--- src/rtl/mem_req_arbiter.sv ---
// Two-port round-robin arbiter that shares one block-wide memory request/response
// channel between an instruction-cache and a data-cache requester.
module mem_req_arbiter #(
    parameter int ADDR_WIDTH     = 30,
    parameter int WORD_WIDTH     = 32,
    parameter int BLOCK_SIZE     = 4,
    parameter int TIMEOUT_CYCLES = 255
) (
    input  logic                             clk,
    input  logic                             rst,
    input  logic [ADDR_WIDTH-1:0]            rq0_addr,
    input  logic                             rq0_cs,
    input  logic                             rq0_rw,
    input  logic [WORD_WIDTH*BLOCK_SIZE-1:0] rq0_data,
    output logic                             rs0_ack,
    output logic [WORD_WIDTH*BLOCK_SIZE-1:0] rs0_data,
    input  logic [ADDR_WIDTH-1:0]            rq1_addr,
    input  logic                             rq1_cs,
    input  logic                             rq1_rw,
    input  logic [WORD_WIDTH*BLOCK_SIZE-1:0] rq1_data,
    output logic                             rs1_ack,
    output logic [WORD_WIDTH*BLOCK_SIZE-1:0] rs1_data,
    output logic [ADDR_WIDTH-1:0]            mrq_addr,
    output logic                             mrq_cs,
    output logic                             mrq_rw,
    output logic [WORD_WIDTH*BLOCK_SIZE-1:0] mrq_data,
    input  logic                             mrs_ack,
    input  logic [WORD_WIDTH*BLOCK_SIZE-1:0] mrs_data,
    output logic                             grant_id,
    output logic                             busy,
    output logic                             timeout_err
);
    localparam int BLOCK_WIDTH = WORD_WIDTH * BLOCK_SIZE;
    localparam int CNT_WIDTH   = $clog2(TIMEOUT_CYCLES + 1);
    localparam logic [CNT_WIDTH-1:0] CNT_LIMIT = CNT_WIDTH'(TIMEOUT_CYCLES);

    typedef enum logic [1:0] {
        ST_IDLE  = 2'd0,
        ST_ISSUE = 2'd1,
        ST_WAIT  = 2'd2,
        ST_DONE  = 2'd3
    } state_t;

    // Requester inputs gathered into arrays so arbitration can index by port.
    logic                   rq_cs   [2];
    logic                   rq_rw   [2];
    logic [ADDR_WIDTH-1:0]  rq_addr [2];
    logic [BLOCK_WIDTH-1:0] rq_data [2];

    assign rq_cs[0]   = rq0_cs;
    assign rq_cs[1]   = rq1_cs;
    assign rq_rw[0]   = rq0_rw;
    assign rq_rw[1]   = rq1_rw;
    assign rq_addr[0] = rq0_addr;
    assign rq_addr[1] = rq1_addr;
    assign rq_data[0] = rq0_data;
    assign rq_data[1] = rq1_data;

    state_t                 state_reg,       state_next;
    logic                   last_grant_reg,  last_grant_next;
    logic                   grant_id_reg,    grant_id_next;
    logic                   busy_reg,        busy_next;
    logic                   timeout_err_reg, timeout_err_next;
    logic [CNT_WIDTH-1:0]   cnt_reg,         cnt_next;
    logic [ADDR_WIDTH-1:0]  lat_addr_reg,    lat_addr_next;
    logic                   lat_rw_reg,      lat_rw_next;
    logic [BLOCK_WIDTH-1:0] lat_data_reg,    lat_data_next;
    logic                   mrq_cs_reg,      mrq_cs_next;
    logic [ADDR_WIDTH-1:0]  mrq_addr_reg,    mrq_addr_next;
    logic                   mrq_rw_reg,      mrq_rw_next;
    logic [BLOCK_WIDTH-1:0] mrq_data_reg,    mrq_data_next;

    logic                   rs_ack_reg   [2];
    logic                   rs_ack_next  [2];
    logic [BLOCK_WIDTH-1:0] rs_data_reg  [2];
    logic [BLOCK_WIDTH-1:0] rs_data_next [2];

    logic                   pick;

    always_ff @(posedge clk) begin
        if (rst) begin
            state_reg       <= ST_IDLE;
            last_grant_reg  <= 1'b1;
            grant_id_reg    <= 1'b0;
            busy_reg        <= 1'b0;
            timeout_err_reg <= 1'b0;
            cnt_reg         <= '0;
            lat_addr_reg    <= '0;
            lat_rw_reg      <= 1'b0;
            lat_data_reg    <= '0;
            mrq_cs_reg      <= 1'b0;
            mrq_addr_reg    <= '0;
            mrq_rw_reg      <= 1'b0;
            mrq_data_reg    <= '0;
        end else begin
            state_reg       <= state_next;
            last_grant_reg  <= last_grant_next;
            grant_id_reg    <= grant_id_next;
            busy_reg        <= busy_next;
            timeout_err_reg <= timeout_err_next;
            cnt_reg         <= cnt_next;
            lat_addr_reg    <= lat_addr_next;
            lat_rw_reg      <= lat_rw_next;
            lat_data_reg    <= lat_data_next;
            mrq_cs_reg      <= mrq_cs_next;
            mrq_addr_reg    <= mrq_addr_next;
            mrq_rw_reg      <= mrq_rw_next;
            mrq_data_reg    <= mrq_data_next;
        end
    end

    generate
        for (genvar gi = 0; gi < 2; gi++) begin : g_port
            always_ff @(posedge clk) begin
                if (rst) begin
                    rs_ack_reg[gi]  <= 1'b0;
                    rs_data_reg[gi] <= '0;
                end else begin
                    rs_ack_reg[gi]  <= rs_ack_next[gi];
                    rs_data_reg[gi] <= rs_data_next[gi];
                end
            end
        end
    endgenerate

    always_comb begin
        state_next       = state_reg;
        last_grant_next  = last_grant_reg;
        grant_id_next    = grant_id_reg;
        busy_next        = busy_reg;
        timeout_err_next = timeout_err_reg;
        cnt_next         = cnt_reg;
        lat_addr_next    = lat_addr_reg;
        lat_rw_next      = lat_rw_reg;
        lat_data_next    = lat_data_reg;
        mrq_cs_next      = mrq_cs_reg;
        mrq_addr_next    = mrq_addr_reg;
        mrq_rw_next      = mrq_rw_reg;
        mrq_data_next    = mrq_data_reg;
        pick             = 1'b0;
        for (int p = 0; p < 2; p++) begin
            rs_ack_next[p]  = 1'b0;
            rs_data_next[p] = rs_data_reg[p];
        end

        case (state_reg)
            ST_IDLE: begin
                if (rq_cs[0] || rq_cs[1]) begin
                    // On a tie the port that did not win last time goes first.
                    if (rq_cs[0] && rq_cs[1]) begin
                        pick = ~last_grant_reg;
                    end else begin
                        pick = rq_cs[1];
                    end
                    lat_addr_next   = rq_addr[pick];
                    lat_rw_next     = rq_rw[pick];
                    lat_data_next   = rq_data[pick];
                    grant_id_next   = pick;
                    last_grant_next = pick;
                    busy_next       = 1'b1;
                    state_next      = ST_ISSUE;
                end
            end
            ST_ISSUE: begin
                mrq_cs_next   = 1'b1;
                mrq_addr_next = lat_addr_reg;
                mrq_rw_next   = lat_rw_reg;
                mrq_data_next = lat_data_reg;
                cnt_next      = '0;
                state_next    = ST_WAIT;
            end
            ST_WAIT: begin
                if (mrs_ack) begin
                    rs_data_next[grant_id_reg] = mrs_data;
                    rs_ack_next[grant_id_reg]  = 1'b1;
                    mrq_cs_next                = 1'b0;
                    state_next                 = ST_DONE;
                end else if (cnt_reg == CNT_LIMIT) begin
                    // Abort: the requester still gets its ack, with a zero block.
                    rs_data_next[grant_id_reg] = '0;
                    rs_ack_next[grant_id_reg]  = 1'b1;
                    timeout_err_next           = 1'b1;
                    mrq_cs_next                = 1'b0;
                    state_next                 = ST_DONE;
                end else begin
                    cnt_next = cnt_reg + 1'b1;
                end
            end
            ST_DONE: begin
                busy_next  = 1'b0;
                state_next = ST_IDLE;
            end
            default: begin
                state_next = ST_IDLE;
            end
        endcase
    end

    assign rs0_ack     = rs_ack_reg[0];
    assign rs1_ack     = rs_ack_reg[1];
    assign rs0_data    = rs_data_reg[0];
    assign rs1_data    = rs_data_reg[1];
    assign mrq_cs      = mrq_cs_reg;
    assign mrq_addr    = mrq_addr_reg;
    assign mrq_rw      = mrq_rw_reg;
    assign mrq_data    = mrq_data_reg;
    assign grant_id    = grant_id_reg;
    assign busy        = busy_reg;
    assign timeout_err = timeout_err_reg;

endmodule

--- config.mk ---
export PLATFORM = sky130hd
export DESIGN_NAME = mem_req_arbiter
export DESIGN_NICKNAME = d
export VERILOG_FILES = /design/src/rtl/mem_req_arbiter.sv
export SDC_FILE = /design/constraint.sdc
export NUM_CORES = 1
export LEC_CHECK = 0
export CORE_AREA = 8 8 334 336
export CTS_BUF_LIST = sky130_fd_sc_hd__clkbuf_16
export DETAILED_ROUTE_END_ITERATION = 10
export DIE_AREA = 0 0 342 344
export DONT_BUFFER_PORTS = 1
export GPL_TIMING_DRIVEN = 0
export PLACE_DENSITY = 0.35
export RECOVER_POWER = 50
export SYNTH_ARGS = -nofsm -noshare
export SYNTH_HDL_FRONTEND = slang
export SYNTH_SLANG_ARGS = --single-unit
export TNS_END_PERCENT = 30
--- constraint.sdc ---
create_clock -name clk -period 4.95 [get_ports clk]
set_input_delay 0.7425 -clock clk [delete_from_list [all_inputs] [get_ports clk]]
set_output_delay 0.7425 -clock clk [all_outputs]
set_load 0.02 [all_outputs]
After elaboration in Yosys (flattened, before gate mapping):

Memory sizes are Yosys's and may differ from the RTL's.
Cells that the tools add are included.

* $add $sub $neg: 1
* muxes and demuxes: 42
* equal/unequal tests: 8
* bitwise logic cells: 10
* reductions and logical operators: 12
* order comparisons: 3

Operators by type and width (count)
* $mux W128: 6
* $mux W256: 3
* $and A256 B256 Y256: 1
* $bwmux W256: 1
* $not A256 Y256: 1
* $demux W128 S1: 1
* $mux W30: 3
* $mux W8: 2
* $pmux W8 S2: 1
* $mux W1: 15
* $mux W2: 6
* $add A8 B1 Y8 const B: 1
* $eq A8 B8 Y1 const B: 1
* $pmux W2 S4: 1
* $reduce_and A2 Y1: 4
* $ne A2 B2 Y1 const B: 3
* $reduce_and A3 Y1: 2
* $eq A2 B2 Y1 const B: 2
* $ge A2 B2 Y1 const B: 2
* $not A1 Y2: 2
* $or A1 B1 Y1: 4
* $pmux W1 S2: 2
* $reduce_bool A2 Y1: 2
* $ne A3 B3 Y1 const B: 1
* 7 further kinds: 9

* bits of input ports: 451
* bits in registers: 333
* logic and storage cells: 91
* output and inout bits: 421
* memories: 2
* RAM bits: 258

Memories
* rs_data_reg: words 2, width 128, read ports 2, clocked after Yosys merged registers in 0, wr ports 2, line 75 `logic [BLOCK_WIDTH-1:0] rs_data_reg [2];`
* rs_ack_reg: words 2, width 1, read ports 2, clocked after Yosys merged registers in 0, wr ports 2, line 73 `logic rs_ack_reg [2];`

Depth between registers and ports, before layout:

Gate-level depths: netlist of the first run.

* depth in word-level cells: 11
* mapped depth: 8
* mapped depth without buffers: 6

Least setup slack after synthesis of the first run:

OpenSTA, ideal clock, no wires.

* kind: register to register
* start: register state_reg[0]
* end: memory rs_data_reg[1][100] (netlist name)
* arrival time: 1668 ps
* period minus slack after synthesis: 1786 ps
* cell stages (with the launch flop): 9
* path slack: 3164 ps
* required time: 4833 ps
* path buffers: 3
* setup time: 117 ps
* path through: dfxtp_1 -> inv_1 -> ha_1 -> buf_4 -> nor2b_4 -> and2_1 -> buf_4 -> clkbuf_1 -> a32o_1

RTL lines
* start, declared: line 59 `state_t state_reg, state_next;`
* start signal, assigned: line 96 `state_reg <= state_next;`
* end, declared: line 75

==> reports/results.env, run 1 <==
RUN_STATUS='completed'
MAX_CLK_RATE_MHz=290
FINAL_DESIGN_AREA_NO_FILL_UM2=25600
POWER-PER-CELL-AREA_nW_PER_UM2=598
CP-START-KIND='register'
FIRST_GLOBAL_VIAS=16800
DIEAREA_UM2=118000
RSZ0062_AT_GRT='false'
GLOBALROUTEMET2UTIL=0.273
PLACE.GP.CONGESTION=0.807
CRITPATHCAPTURETYPE='register'
CLOCK_PIN_SLEW_REPORTED_FOR_THE_WORST_SETUP_AND_HOLD_PATHS_AFTER_CLOCK_TREE_SYNTHESIS_NS=0.06
SYNTH.FF_LATCH_COUNT=591
CTS.HTREE.LEVELS=3
FILLER_CELL_COUNT=11400
TRITONCTS_CLOCK_TREE='done'
FINISH.NET_COUNT=2454
NUMCTSBUFFERS=72
CLK_PATH_BUF_DEPTH=3
POSTCTSRESIZEDCELLS=0
FINALNONFILLERCELLS=3459
DP.CELLS=3326
SETUP_VIOL=0
TOP_AREA_CELLS_IN_THE_SYNTHESIZED_NETLIST='sky130_fd_sc_hd__dfxtp_1 (55%), sky130_fd_sc_hd__mux2i_1 (15%), sky130_fd_sc_hd__a32o_1 (12%)'
PLACE_WS_NS=2.08
NETLIST_INSTANCES=1923
AREA_GROWTH_SYN_TO_LAYOUT_PCT=18.7
SYNTH_FLOP_CELL='sky130_fd_sc_hd__dfxtp_1'
GRT_START_MAX_NET_PINS=13
SYNTH_NETS=2380
POST_SYNTH_MOST_FREQUENT_CELLS='sky130_fd_sc_hd__dfxtp_1 (591), sky130_fd_sc_hd__nor2_1 (327), sky130_fd_sc_hd__mux2i_1 (318)'
MET1_LAYER_USAGE_REPORTED_BY_GLOBAL_ROUTE=0.147
PLACEMENT_ROWS=120
ASYNC_FLOP_SHARE=0
MAX_REG_FLOPS=256
DRTITER0DRC=682
DRT_DRC_VIOLATIONS_LEFT=0
IOS=872
YS_WARN_COUNT=0
ROUTED_WIRE_LENGTH_PER_INSTANCE_UM=28.3
WORST_EP_ARRIVAL_TIME_NS=4.00
GRT-BUSIEST-LAYER='met2'
POST-SYNTH-TOP-COUNT-CELL='sky130_fd_sc_hd__dfxtp_1'
UTILIZATION=0.241
INITIAL_ANTENNA_VIOLATION_COUNT=17
SYNTHESIS.AREA_PER_INSTANCE_UM2=11.2
TIMING_WORST_SETUP_PATH_TYPE='register to register'
GRT_FIRST_PASS_WIRELENGTH_MM=132
HPWLAFTERDP_MM=78.2
POST_SYNTH_EDFFS=0
CRITICAL_PATH_PEAK_FANOUT=10
FIN_WORST_SKEW_NS=0.0228
TOTAL_NUMBER_OF_CLOCK_TREE_SINKS=591
TIMING.HOLD.WS_NS=0.278
DPL-INSTANCE-AREA_UM2=23400
GRT_USE_TOTAL=0.156
PLACEABLECOREAREA_UM2=106000
PINS_OVER_THEIR_SLEW_LIMIT=0
TIMING.FINAL.HOLD_VIOLATIONS=0
MAX_CAP_VIOLS=0
DIE-WIDTH_UM=342
CHIPHEIGHT_UM=344
INSERTION_DELAY_NS=0.62
ROUTED_WIRELENGTH_MM=98.0
DOMINANT_CELL_TYPE_BY_AREA_AFTER_SYNTHESIS='sky130_fd_sc_hd__dfxtp_1'
START_UTIL=0.203
POST-LAYOUT-TOTAL-POWER_mW=15.3
WORST-SLEW-PIN-TRANSITION_NS=1.07
DRIVE_GT1_FRAC=0.0948
VIAS_PER_CELL=4.69
YOSYSSEQAREASHARE=0.548
HOLDCRITPATHCLASS='input port to register'
GLOBALROUTEMET3UTIL=0.0936
CRITPATHREQUIREDTIME_NS=5.50
CTS.HOLD.BUFFERS_ADDED=0
NUM_VIAS=16200
MAX_SLEW_MARGIN=0.285
OVERFLOW_AFTER_GRT=0
FIN_CRIT_NS=3.44
CELLLEAKAGEPOWER_nW=9.21
FINALSETUPTNS_NS=0
SYNTHESIS.AREA_UM2=21600
CTS_ROOT_BUFFER='sky130_fd_sc_hd__clkbuf_16'
CTS_SETUP_BUFFERS=0
SYNTHDOMINANTCELLAREASHARE=0.548
NUMPORTBUFFERS=0
ROUTE.ANTENNA.REMAINING_NETS=0
SETUP_SLACK_NS=1.51
DETAILEDROUTE.FIRSTPASSITERATIONCOUNT=7
UNIQUE_MASTERS_POST_SYNTH=41
LAYOUT_WORST_PATH_CYCLE_SHARE=0.696
IRDROPWORSTVDD_V=0.000241
[power by group]
part	switching, mW	internal (mW)
Combinational	1.99	1.24
Sequential	1.25	5.70
Clock	2.10	3.05
Total	5.34	9.99
[cells by family after synthesis]
kind of cell / Yosys count / synth area share
AO/OA/AOI/OAI: 444 / 0.184
adder cells (fa/ha/maj): 6 / 0.00347
buffers and inverters: 200 / 0.0503
flip-flops: 591 / 0.548
multiplexers: 318 / 0.147
AND/OR/NAND/NOR: 364 / 0.0670
[metal layers]
metal  up-vias  wire (um)
li1       7362          -
met1      7908      32400
met2       794      48200
met3       145      14000
met4         8       3420
met5         -         50
[final cells by class]
cell class	instances	area [um^2]	area share
antenna	10	25.0	0.000976
buffer	196	1050	0.0411
clock buffer	73	1830	0.0712
clock inverter	50	457	0.0178
inverter	4	15.0	0.000585
multi-input combinational	1132	8680	0.339
sequential	591	11800	0.461
tap	1403	1760	0.0685
[critical path: stages (launching register included)]
cell and delay, ns:
sky130_fd_sc_hd__dfxtp_1 0.34, sky130_fd_sc_hd__inv_1 0.12, sky130_fd_sc_hd__ha_1 0.15, sky130_fd_sc_hd__clkbuf_1 0.45, sky130_fd_sc_hd__nor2b_1 0.40, sky130_fd_sc_hd__and2_0 0.26, sky130_fd_sc_hd__clkbuf_1 0.76, sky130_fd_sc_hd__clkbuf_1 0.63
sky130_fd_sc_hd__a32o_1 0.26
[cells in the final DEF, fill, tap and decap left out, drive strengths merged, types with 2 or more instances in the layout]
cell type	synthesis	layout
clkinv	0	23
a32o	256	256
buf	105	94
nand3	7	7
nor2b	4	4
dfxtp	591	591
a21oi	9	9
bufinv	0	7
mux2i	318	318
a21o	2	2
nand2	6	6
and2	5	5
inv	4	23
ha	6	6
a211oi	161	161
or3	2	2
a31oi	3	3
diode	0	10
and4	2	2
nor2	327	327
nor3	3	3
clkbuf	91	175
nand2b	4	4
o21ai	4	4
[path summary, 6_finish.rpt]
| kind | endpoint | cells past startpoint | slack, ns | start |
|---|---|---|---|---|
| worst min-delay path | rs_data_reg[0][64] | 1 | 0.28 | mrs_data[64] |
| worst max register to register | rs_data_reg[0][113] | 8 | 1.51 | state_reg[0] |
| worst max-delay path | rs_data_reg[0][113] | 8 | 1.51 | state_reg[0] |
| worst min register to register | mrq_data[34] | 2 | 0.49 | lat_data_reg[34] |
Note: power is estimated with default switching activity, not from simulation.
==> run 2: changes to the inputs <==
- clock period: 4.95 -> 3.2 ns (I/O delays scaled with it)
==> run 2 against run 1 <==
Net effect: final area up 5.0%; via count increased by 3.1%; worst hold slack lost 0.17 ns; sequential power increased by 55%; critical path type unchanged; power increased by 56%; combinational power is 60% higher; first-iteration DRC count is 2.9% higher; final cell count is 3.6% higher; highest routed layer unchanged.
==> reports/results.env, run 2 (same netlist as run 1, synthesis figures left out) <==
RUN_STATUS='completed'
IRDROPWORSTVDD_V=0.000373
PLACEMENT_ROWS=120
NUMPORTBUFFERS=0
P_CLK_FRAC=0.333
RSZ0062_AT_GRT='false'
PLACEABLECOREAREA_UM2=106000
OVERFLOW_AFTER_GRT=0
CLK_PATH_BUF_DEPTH=3
LAYOUT_WORST_PATH_CYCLE_SHARE=0.880
GRT_USE_TOTAL=0.157
MAX_STAGE_DELAY_NS=0.59
NUM_VIAS=16700
NUMCTSBUFFERS=72
LAYOUT_COMMONEST_CELL='sky130_fd_sc_hd__dfxtp_1'
TRITONCTS_CLOCK_TREE='done'
TIMING.CRITICAL_PATH.MODE_CELL='sky130_fd_sc_hd__clkbuf_1'
TIMING.FINAL.HOLD_VIOLATIONS=0
CLOCK_PIN_SLEW_REPORTED_FOR_THE_WORST_SETUP_AND_HOLD_PATHS_AFTER_CLOCK_TREE_SYNTHESIS_NS=0.06
DRT_DRC_VIOLATIONS_LEFT=0
GRT_START_MAX_NET_PINS=13
MAX_CAP_VIOLS=0
AREA_GROWTH_SYN_TO_LAYOUT_PCT=24.6
CRITPATHCAPTURETYPE='register'
SETUP_SLACK_NS=0.384
INSERTION_DELAY_NS=0.62
HPWLAFTERDP_MM=78.2
LAYOUT.CELLS.MOST_COMMON_LIST='sky130_fd_sc_hd__dfxtp_1 (591), sky130_fd_sc_hd__nor2_1 (327), sky130_fd_sc_hd__mux2i_1 (318), sky130_fd_sc_hd__a32o_1 (256), sky130_fd_sc_hd__a211oi_1 (161)'
TIMING.HOLD.WS_NS=0.104
CRITICAL_PATH_PEAK_FANOUT=10
PINS_OVER_THEIR_SLEW_LIMIT=0
POSTCTSRESIZEDCELLS=0
START_UTIL=0.203
TIMING_WORST_SETUP_PATH_TYPE='register to register'
CTS_ROOT_BUFFER='sky130_fd_sc_hd__clkbuf_16'
GRT_FIRST_PASS_WIRELENGTH_MM=135
POWER-PER-CELL-AREA_nW_PER_UM2=887
IOS=872
ROUTED_WIRE_LENGTH_PER_INSTANCE_UM=27.5
DIE-WIDTH_UM=342
TOTAL_NUMBER_OF_CLOCK_TREE_SINKS=591
PLACE.GP.CONGESTION=0.807
P_SW_FRAC=0.349
CTS_SETUP_BUFFERS=0
SETUP_VIOL=0
P_SWITCHING_mW=8.33
ROUTED_WIRELENGTH_MM=98.4
DRIVE_GT1_FRAC=0.0915
VIAS_PER_CELL=4.66
DRTITER0DRC=702
MAX_SLEW_MARGIN=0.298
DETAILEDROUTE.FIRSTPASSITERATIONCOUNT=5
CHIPHEIGHT_UM=344
MAX_REG_FLOPS=256
WORST-SLEW-PIN-TRANSITION_NS=1.05
ROUTE.ANTENNA.REMAINING_NETS=0
INITIAL_ANTENNA_VIOLATION_COUNT=14
INTERNAL_POWER_mW=15.6
PLACE_WS_NS=0.405
DIEAREA_UM2=118000
CP-START-KIND='register'
CTS.HOLD.BUFFERS_ADDED=128
FILLER_CELL_COUNT=11300
FINALSETUPTNS_NS=0
HOLDCRITPATHCLASS='input port to register'
FINISH.NET_COUNT=2582
POWER_FRAC_COMB=0.217
WORST_EP_ARRIVAL_TIME_NS=3.37
CELLLEAKAGEPOWER_nW=9.76
FIN_WORST_SKEW_NS=0.0234
CRITPATHREQUIREDTIME_NS=3.75
CTS.HTREE.LEVELS=3
PATH_CELLS='inv_1, ha_1, clkbuf_1, nor2b_4, and2_0, buf_4, clkbuf_1, a32o_1'
SEQUENTIALPOWERSHARE=0.450
MAX_CLK_RATE_MHz=355
CPMAXSTAGEDELAYCELL='sky130_fd_sc_hd__clkbuf_1'
FIN_CRIT_NS=2.82
FIRST_GLOBAL_VIAS=17500
[run 2: cell count changes in the layout (fill, tap and decap cells not counted), moves of 2 or more]
| cell | change |
|---|---|
| sky130_fd_sc_hd__dlygate4sd3_1 | +128 |
| sky130_fd_sc_hd__buf_2 | +2 |
| sky130_fd_sc_hd__diode_2 | -4 |
| sky130_fd_sc_hd__clkbuf_1 | -4 |
[run 2: through the flow]
step                utilization  std cells  instance area, um^2  total power [mW]
floorplan                     -       1923                21600              14.0
global placement          0.220       3326                23400              15.9
detailed placement        0.220       3326                23400              16.1
CTS                       0.253       3577                26900              24.4
global route              0.253       3581                26900              25.2
finish                    0.253       3583                26900              23.9
[run 2: worst paths after layout]
kind | start | depth (start not counted) | endpoint | slack, ns
worst min-delay path | rq0_data[70] | 2 | lat_data_reg[70] | 0.10
worst max-delay path | state_reg[0] | 8 | rs_data_reg[0][110] | 0.38
worst max register to register | state_reg[0] | 8 | rs_data_reg[0][110] | 0.38
worst min register to register | lat_data_reg[34] | 2 | mrq_data[34] | 0.49
[run 2: area by class of cell]
class	instances	area (um^2)	area share
clock inverters	50	457	0.0170
inverters	4	15.0	0.000558
repair buffers	128	1280	0.0476
plain buffers	196	1060	0.0394
diodes	6	15.0	0.000558
flip-flops and latches	591	11800	0.439
clock buffers	73	1830	0.0678
well taps	1403	1760	0.0652
multi-input cells	1132	8690	0.323
[run 2: layer usage]
metal  up-vias  share of wire  track usage
met5         -        0.00056            0
met4         8          0.026       0.0506
met3       135           0.12       0.0745
met2       786           0.50        0.281
met1      8163           0.36        0.162
li1       7620              -            -
[run 2: worst max-delay path: cells and delay by family, from the launching register on]
kind / cells / cell delay, ns
adder cells (fa/ha/maj): 1 / 0.15
flip-flops: 1 / 0.34
AND/OR/NAND/NOR: 2 / 0.55
buffers and inverters: 4 / 1.45
AO/OA/AOI/OAI: 1 / 0.26
[run 2: power by group through the flow]
stage	Sequential, mW	Combinational, mW	Clock, mW
2_1_floorplan	10.3	3.72	0
3_3_place_gp	10.9	5.01	0
3_5_place_dp	11.0	5.10	0
4_1_cts	10.8	5.29	8.27
5_1_grt	11.0	5.73	8.55
6_report	10.8	5.18	7.97
==> variant 1 (flow settings as in run 2) <==
Make the reset (`rst`) asynchronous in 2 clocked blocks.
--- a/src/rtl/mem_req_arbiter.sv
+++ b/src/rtl/mem_req_arbiter.sv
@@ -78,5 +78,5 @@
     logic                   pick;
 
-    always_ff @(posedge clk) begin
+    always_ff @(posedge clk or posedge rst) begin
         if (rst) begin
             state_reg       <= ST_IDLE;
@@ -112,5 +112,5 @@
     generate
         for (genvar gi = 0; gi < 2; gi++) begin : g_port
-            always_ff @(posedge clk) begin
+            always_ff @(posedge clk or posedge rst) begin
                 if (rst) begin
                     rs_ack_reg[gi]  <= 1'b0;
Function: not settled (the Yosys comparison gave no result); the edit may change what the design does.
==> variant 1 against run 2 <==
Wire length down 5.9%. Area after synthesis up 8.5%. Final area up 8.0%. Sequential cell count unchanged. Highest routed layer unchanged. Global-route usage down 0.68 points. Total power up 39%. Critical path depth up 1. Setup slack better by 0.013 ns.
==> variant 1: results (changes against run 2) <==
Final Skew 0.0301 ns (+0.00676 ns); async set or reset register ratio after synthesis 100% (+100 points); non-clock inverter instance count of the final layout 7 (+3); number of antenna violations at the first check in global routing 9 (-5); count of plain and timing-repair buffers in the layout 310 (-4.3%); slew at the pin closest to its max-slew limit 1.12 ns (+0.0646 ns); synth cell count leaders dfrtp_1, a32o_1, nand2_1; total number of vias 16.1k (-3.6%); Routed wire per std cell 27.1 um (-1.5%); number of global-route vias before repair 17.8k (+1.8%); ratio of cells with drive above 1 in the final layout 18.0% (+8.8 points); fraction of cell area in non-clock buffers 8.60% (-0.097 points); count of filler cells inserted in the layout 11.0k (-2.5%); global-route wire length before repair 132000 um (-2.5%); Seq/Total Area, Yosys 63.1% (+8.3 points); Net Count, Synth 2189 (-8.0%); maximum vdd drop 0.380 mV (+1.8%); half-perimeter wire length after placement 71800 um (-8.1%); overall track demand over capacity in global routing 15.0% (-0.68 points); clock network area share 7.55% (-0.93 points); data arrival time of the critical path 3.31 ns (-0.06 ns); number of clock buffers inserted by TritonCTS 73 (+1.4%); outcome finished, final reports clean; # hold bufs at CTS 141 (+10%); clk_buf instances 76 (+4.1%); initial DRC count 917 (+31%)
[variant 1: cell count changes in the layout (fill, tap and decap cells not counted), sizes merged, moves of 46 or more]
| cell | before | now |
|---|---|---|
| o21ai | 4 | 167 |
| dfrtp | 0 | 590 |
| mux2 | 0 | 159 |
| a32o | 256 | 210 |
| dfxtp | 591 | 0 |
| mux2i | 318 | 160 |
| a211oi | 161 | 0 |
| o2bb2ai | 0 | 46 |
| nand2 | 6 | 191 |
| nor2 | 327 | 5 |
[variant 1: cells by family (layout without fill, tap and decap cells)]
kind of cell / Yosys count / after routing / synth area share, %
AOI/OAI and AO/OA: 446 / 446 / 14.9
adders and majority gates: 6 / 6 / 0.320
buffers and inverters: 161 / 442 / 3.67
DFF: 591 / 591 / 63.1
muxes: 319 / 319 / 14.5
other: 0 / 5 / 0
and+or+nand+nor: 209 / 209 / 3.54
[variant 1: power breakdown]
part	internal, W	switching [W]	leakage, nW	total, W
Clock	0.00444	0.00325	1.15	0.00769
Combinational	0.00385	0.00449	4.07	0.00835
Sequential	0.0109	0.00620	7.40	0.0171
[variant 1: critical path, cell delays in order (launching register included)]
cell,delay (ns)
dfrtp_1,0.41
inv_1,0.12
ha_1,0.16
clkbuf_1,0.38
and2_1,0.19
buf_2,0.32
buf_2,0.44
buf_2,0.36
nand2_1,0.14
o2bb2ai_1,0.15
[variant 1: per-stage QoR]
step | area (sq um) | worst slack [ns] | instances | hold slack (ns) | total power, W
floorplan | 23500 | -5.34 | 1732 | 0.444 | 0.0217
global placement | 25200 | -8.74 | 3135 | 0.456 | 0.0255
detailed placement | 25500 | -0.182 | 3151 | 0.407 | 0.0258
CTS | 29100 | 0.309 | 3416 | 0.000105 | 0.0339
global route | 29100 | 0.227 | 3419 | 0.0178 | 0.0352
finish | 29100 | 0.397 | 3421 | 0.0626 | 0.0331
[variant 1: metal layers]
layer  part of all wire (%)  track usage (%)  up-vias
li1                       -                -     6922
met4                    2.7             4.89        6
met1                     35             15.9     8286
met3                     11             6.44      123
met5                  0.041                0        -
met2                     51             26.9      774
[variant 1: worst paths after layout]
check / startpoint / endpoint / slack (ns) / cells after the start
min in group asynchronous: rst / rs1_data[98]$_DFFE_PP0P_ / 0.48 / 2
worst min-delay path: rq1_data[69] / lat_data_reg[69]$_DFFE_PP0P_ / 0.06 / 2
max in group asynchronous: rst / mrq_data[41]$_DFFE_PP0P_ / 0.67 / 5
worst max-delay path: state_reg[0]$_DFFE_PP0P_ / rs1_data[126]$_DFFE_PP0P_ / 0.40 / 9
worst min register to register: lat_data_reg[13]$_DFFE_PP0P_ / lat_data_reg[13]$_DFFE_PP0P_ / 0.47 / 2
worst max register to register: state_reg[0]$_DFFE_PP0P_ / rs1_data[126]$_DFFE_PP0P_ / 0.40 / 9
==> variant 2 (config.mk and constraints of run 2) <==
Made on the original files. `TIMEOUT_CYCLES`: 255 -> 510.
--- a/src/rtl/mem_req_arbiter.sv
+++ b/src/rtl/mem_req_arbiter.sv
@@ -5,5 +5,5 @@
     parameter int WORD_WIDTH     = 32,
     parameter int BLOCK_SIZE     = 4,
-    parameter int TIMEOUT_CYCLES = 255
+    parameter int TIMEOUT_CYCLES = 510
 ) (
     input  logic                             clk,
Function: not settled (the Yosys comparison gave no result); the edit may change what the design does.
==> variant 2 against run 2 <==
Synthesized cell count up 0.42%. Critical path depth decreased by 2. Highest routed layer unchanged. Core utilization rose by 0.24 points. Area after synthesis is 1.2% higher. Cell count up 0.42%. Total power shrank 1.4%. Via count grew 0.64%. Critical endpoint is now lat_data_reg[113]$_SDFFE_PP0P_. Clock power fell by 0.6%. Setup slack got worse by 0.20 ns. Sequential cell count increased by 1. Wire length is 0.86% higher. Non-clock buffer count up 1. Final area rose by 0.94%.
==> variant 2: results (changes against run 2) <==
outcome finished, final reports clean; non-clock inverter instance count of the final layout 7 (+3); Seq/Total Area, Yosys 54.2% (-0.55 points); Net Count, Synth 2389 (+0.38%); maximum vdd drop 0.362 mV (-3.0%); met2 Usage GRT 29.3% (+1.2 points); fraction of cell area in non-clock buffers 9.29% (+0.59 points); global-route wire length before repair 136000 um (+0.95%); cell area after placement 23600 sq um (+1.1%); area used by sequential logic in the layout 11900 sq um (+0.17%); final sequential cell count 592 (+0.17%); net switching fraction of the power 35.0% (+0.11 points); post-synthesis mux area share 14.7% (-0.076 points); clock network area share 8.31% (-0.17 points); number of antenna violations at the first check in global routing 18 (+4); Max stage delay on crit path 0.88 ns (+0.29 ns); count of filler cells inserted in the layout 11.2k (-0.45%); detailed-route wire length 99300 um (+0.86%); origin of the worst min-delay path rq0_data[5]; Global Route met3 Usage 6.23% (-1.2 points); multi-input combinational area share 32.1% (-0.12 points); number of buffers added for setup after CTS 0 (unchanged); synth cell count leaders dfxtp_1, nor2_1, mux2i_1; Crit Path Category reg -> reg; synthesized area per cell 11.3 sq um (+0.77%); xor-xnor portion of the synthesized cell area 0.120% (+0.12 points); initial DRC count 759 (+8.1%); Routed wire per std cell 27.6 um (+0.44%); number of nets in the layout 2592 (+0.39%); Worst-Skew Late Latency 0.62 ns (about the same); routed via count divided by cell count 4.67 (+0.22%); placer's final routability congestion estimate 0.778 (-3.7%); adder and majority cell fraction of the synthesized area 0.401% (+0.053 points); worst hold slack after final layout 0.0976 ns (-0.00626 ns); cell count after placement 3334 (+0.24%); number of clock buffers inserted by TritonCTS 73 (+1.4%); Max stage delay cell, worst path clkbuf_1; count of plain and timing-repair buffers in the layout 325 (+0.31%); last element of the critical path lat_data_reg[113]$_SDFFE_PP0P_; half-perimeter wire length after placement 78300 um (+0.15%); number of global-route vias before repair 17.7k (+1.2%); fraction of area in registers 43.6% (-0.34 points); routed metal-1 wire length 37000 um (+5.1%); Diodes inserted 12 (+6); ratio of cells with drive above 1 in the final layout 7.97% (-1.2 points); number of multi-input combinational cells 1135 (+0.27%); clk_buf instances 74 (+1.4%); sink of the worst hold path lat_data_reg[5]$_SDFFE_PP0P_; unique cell type count in the Yosys netlist 48 (+17%); Worst R2R Path Depth 6 (-2); FF-to-FF Start last_grant_reg$_SDFFE_PP1P_; fraction of the mapped netlist area in compound gates 18.4% (-0.079 points); dominant cells by area after synthesis dfxtp_1, mux2i_1, a32o_1, nor2_1, a211oi_1; Final WS setup 0.186 ns (-0.198 ns); Final Skew 0.0190 ns (-0.00435 ns)
-- variant 2: changes by cell type in the layout (fill, tap and decap cells not counted), sizes merged, moves of 3 or more --
| cell | before | now |
|---|---|---|
| a311oi | 0 | 3 |
| and2 | 5 | 0 |
| buf | 97 | 71 |
| clkbuf | 172 | 197 |
| diode | 6 | 12 |
| inv | 23 | 27 |
| nand2 | 6 | 3 |
| nand3 | 7 | 4 |
| nand4 | 1 | 4 |
| nor2 | 327 | 331 |
| nor2b | 4 | 1 |
-- variant 2: power by group through the flow --
stage | combinational [W] | clock [W] | sequential [W]
after detailed placement | 0.00510 | 0 | 0.0107
final | 0.00516 | 0.00792 | 0.0105
after CTS | 0.00530 | 0.00822 | 0.0105
after global routing | 0.00575 | 0.00851 | 0.0107
after floorplan | 0.00367 | 0 | 0.0101
after global placement | 0.00501 | 0 | 0.0107
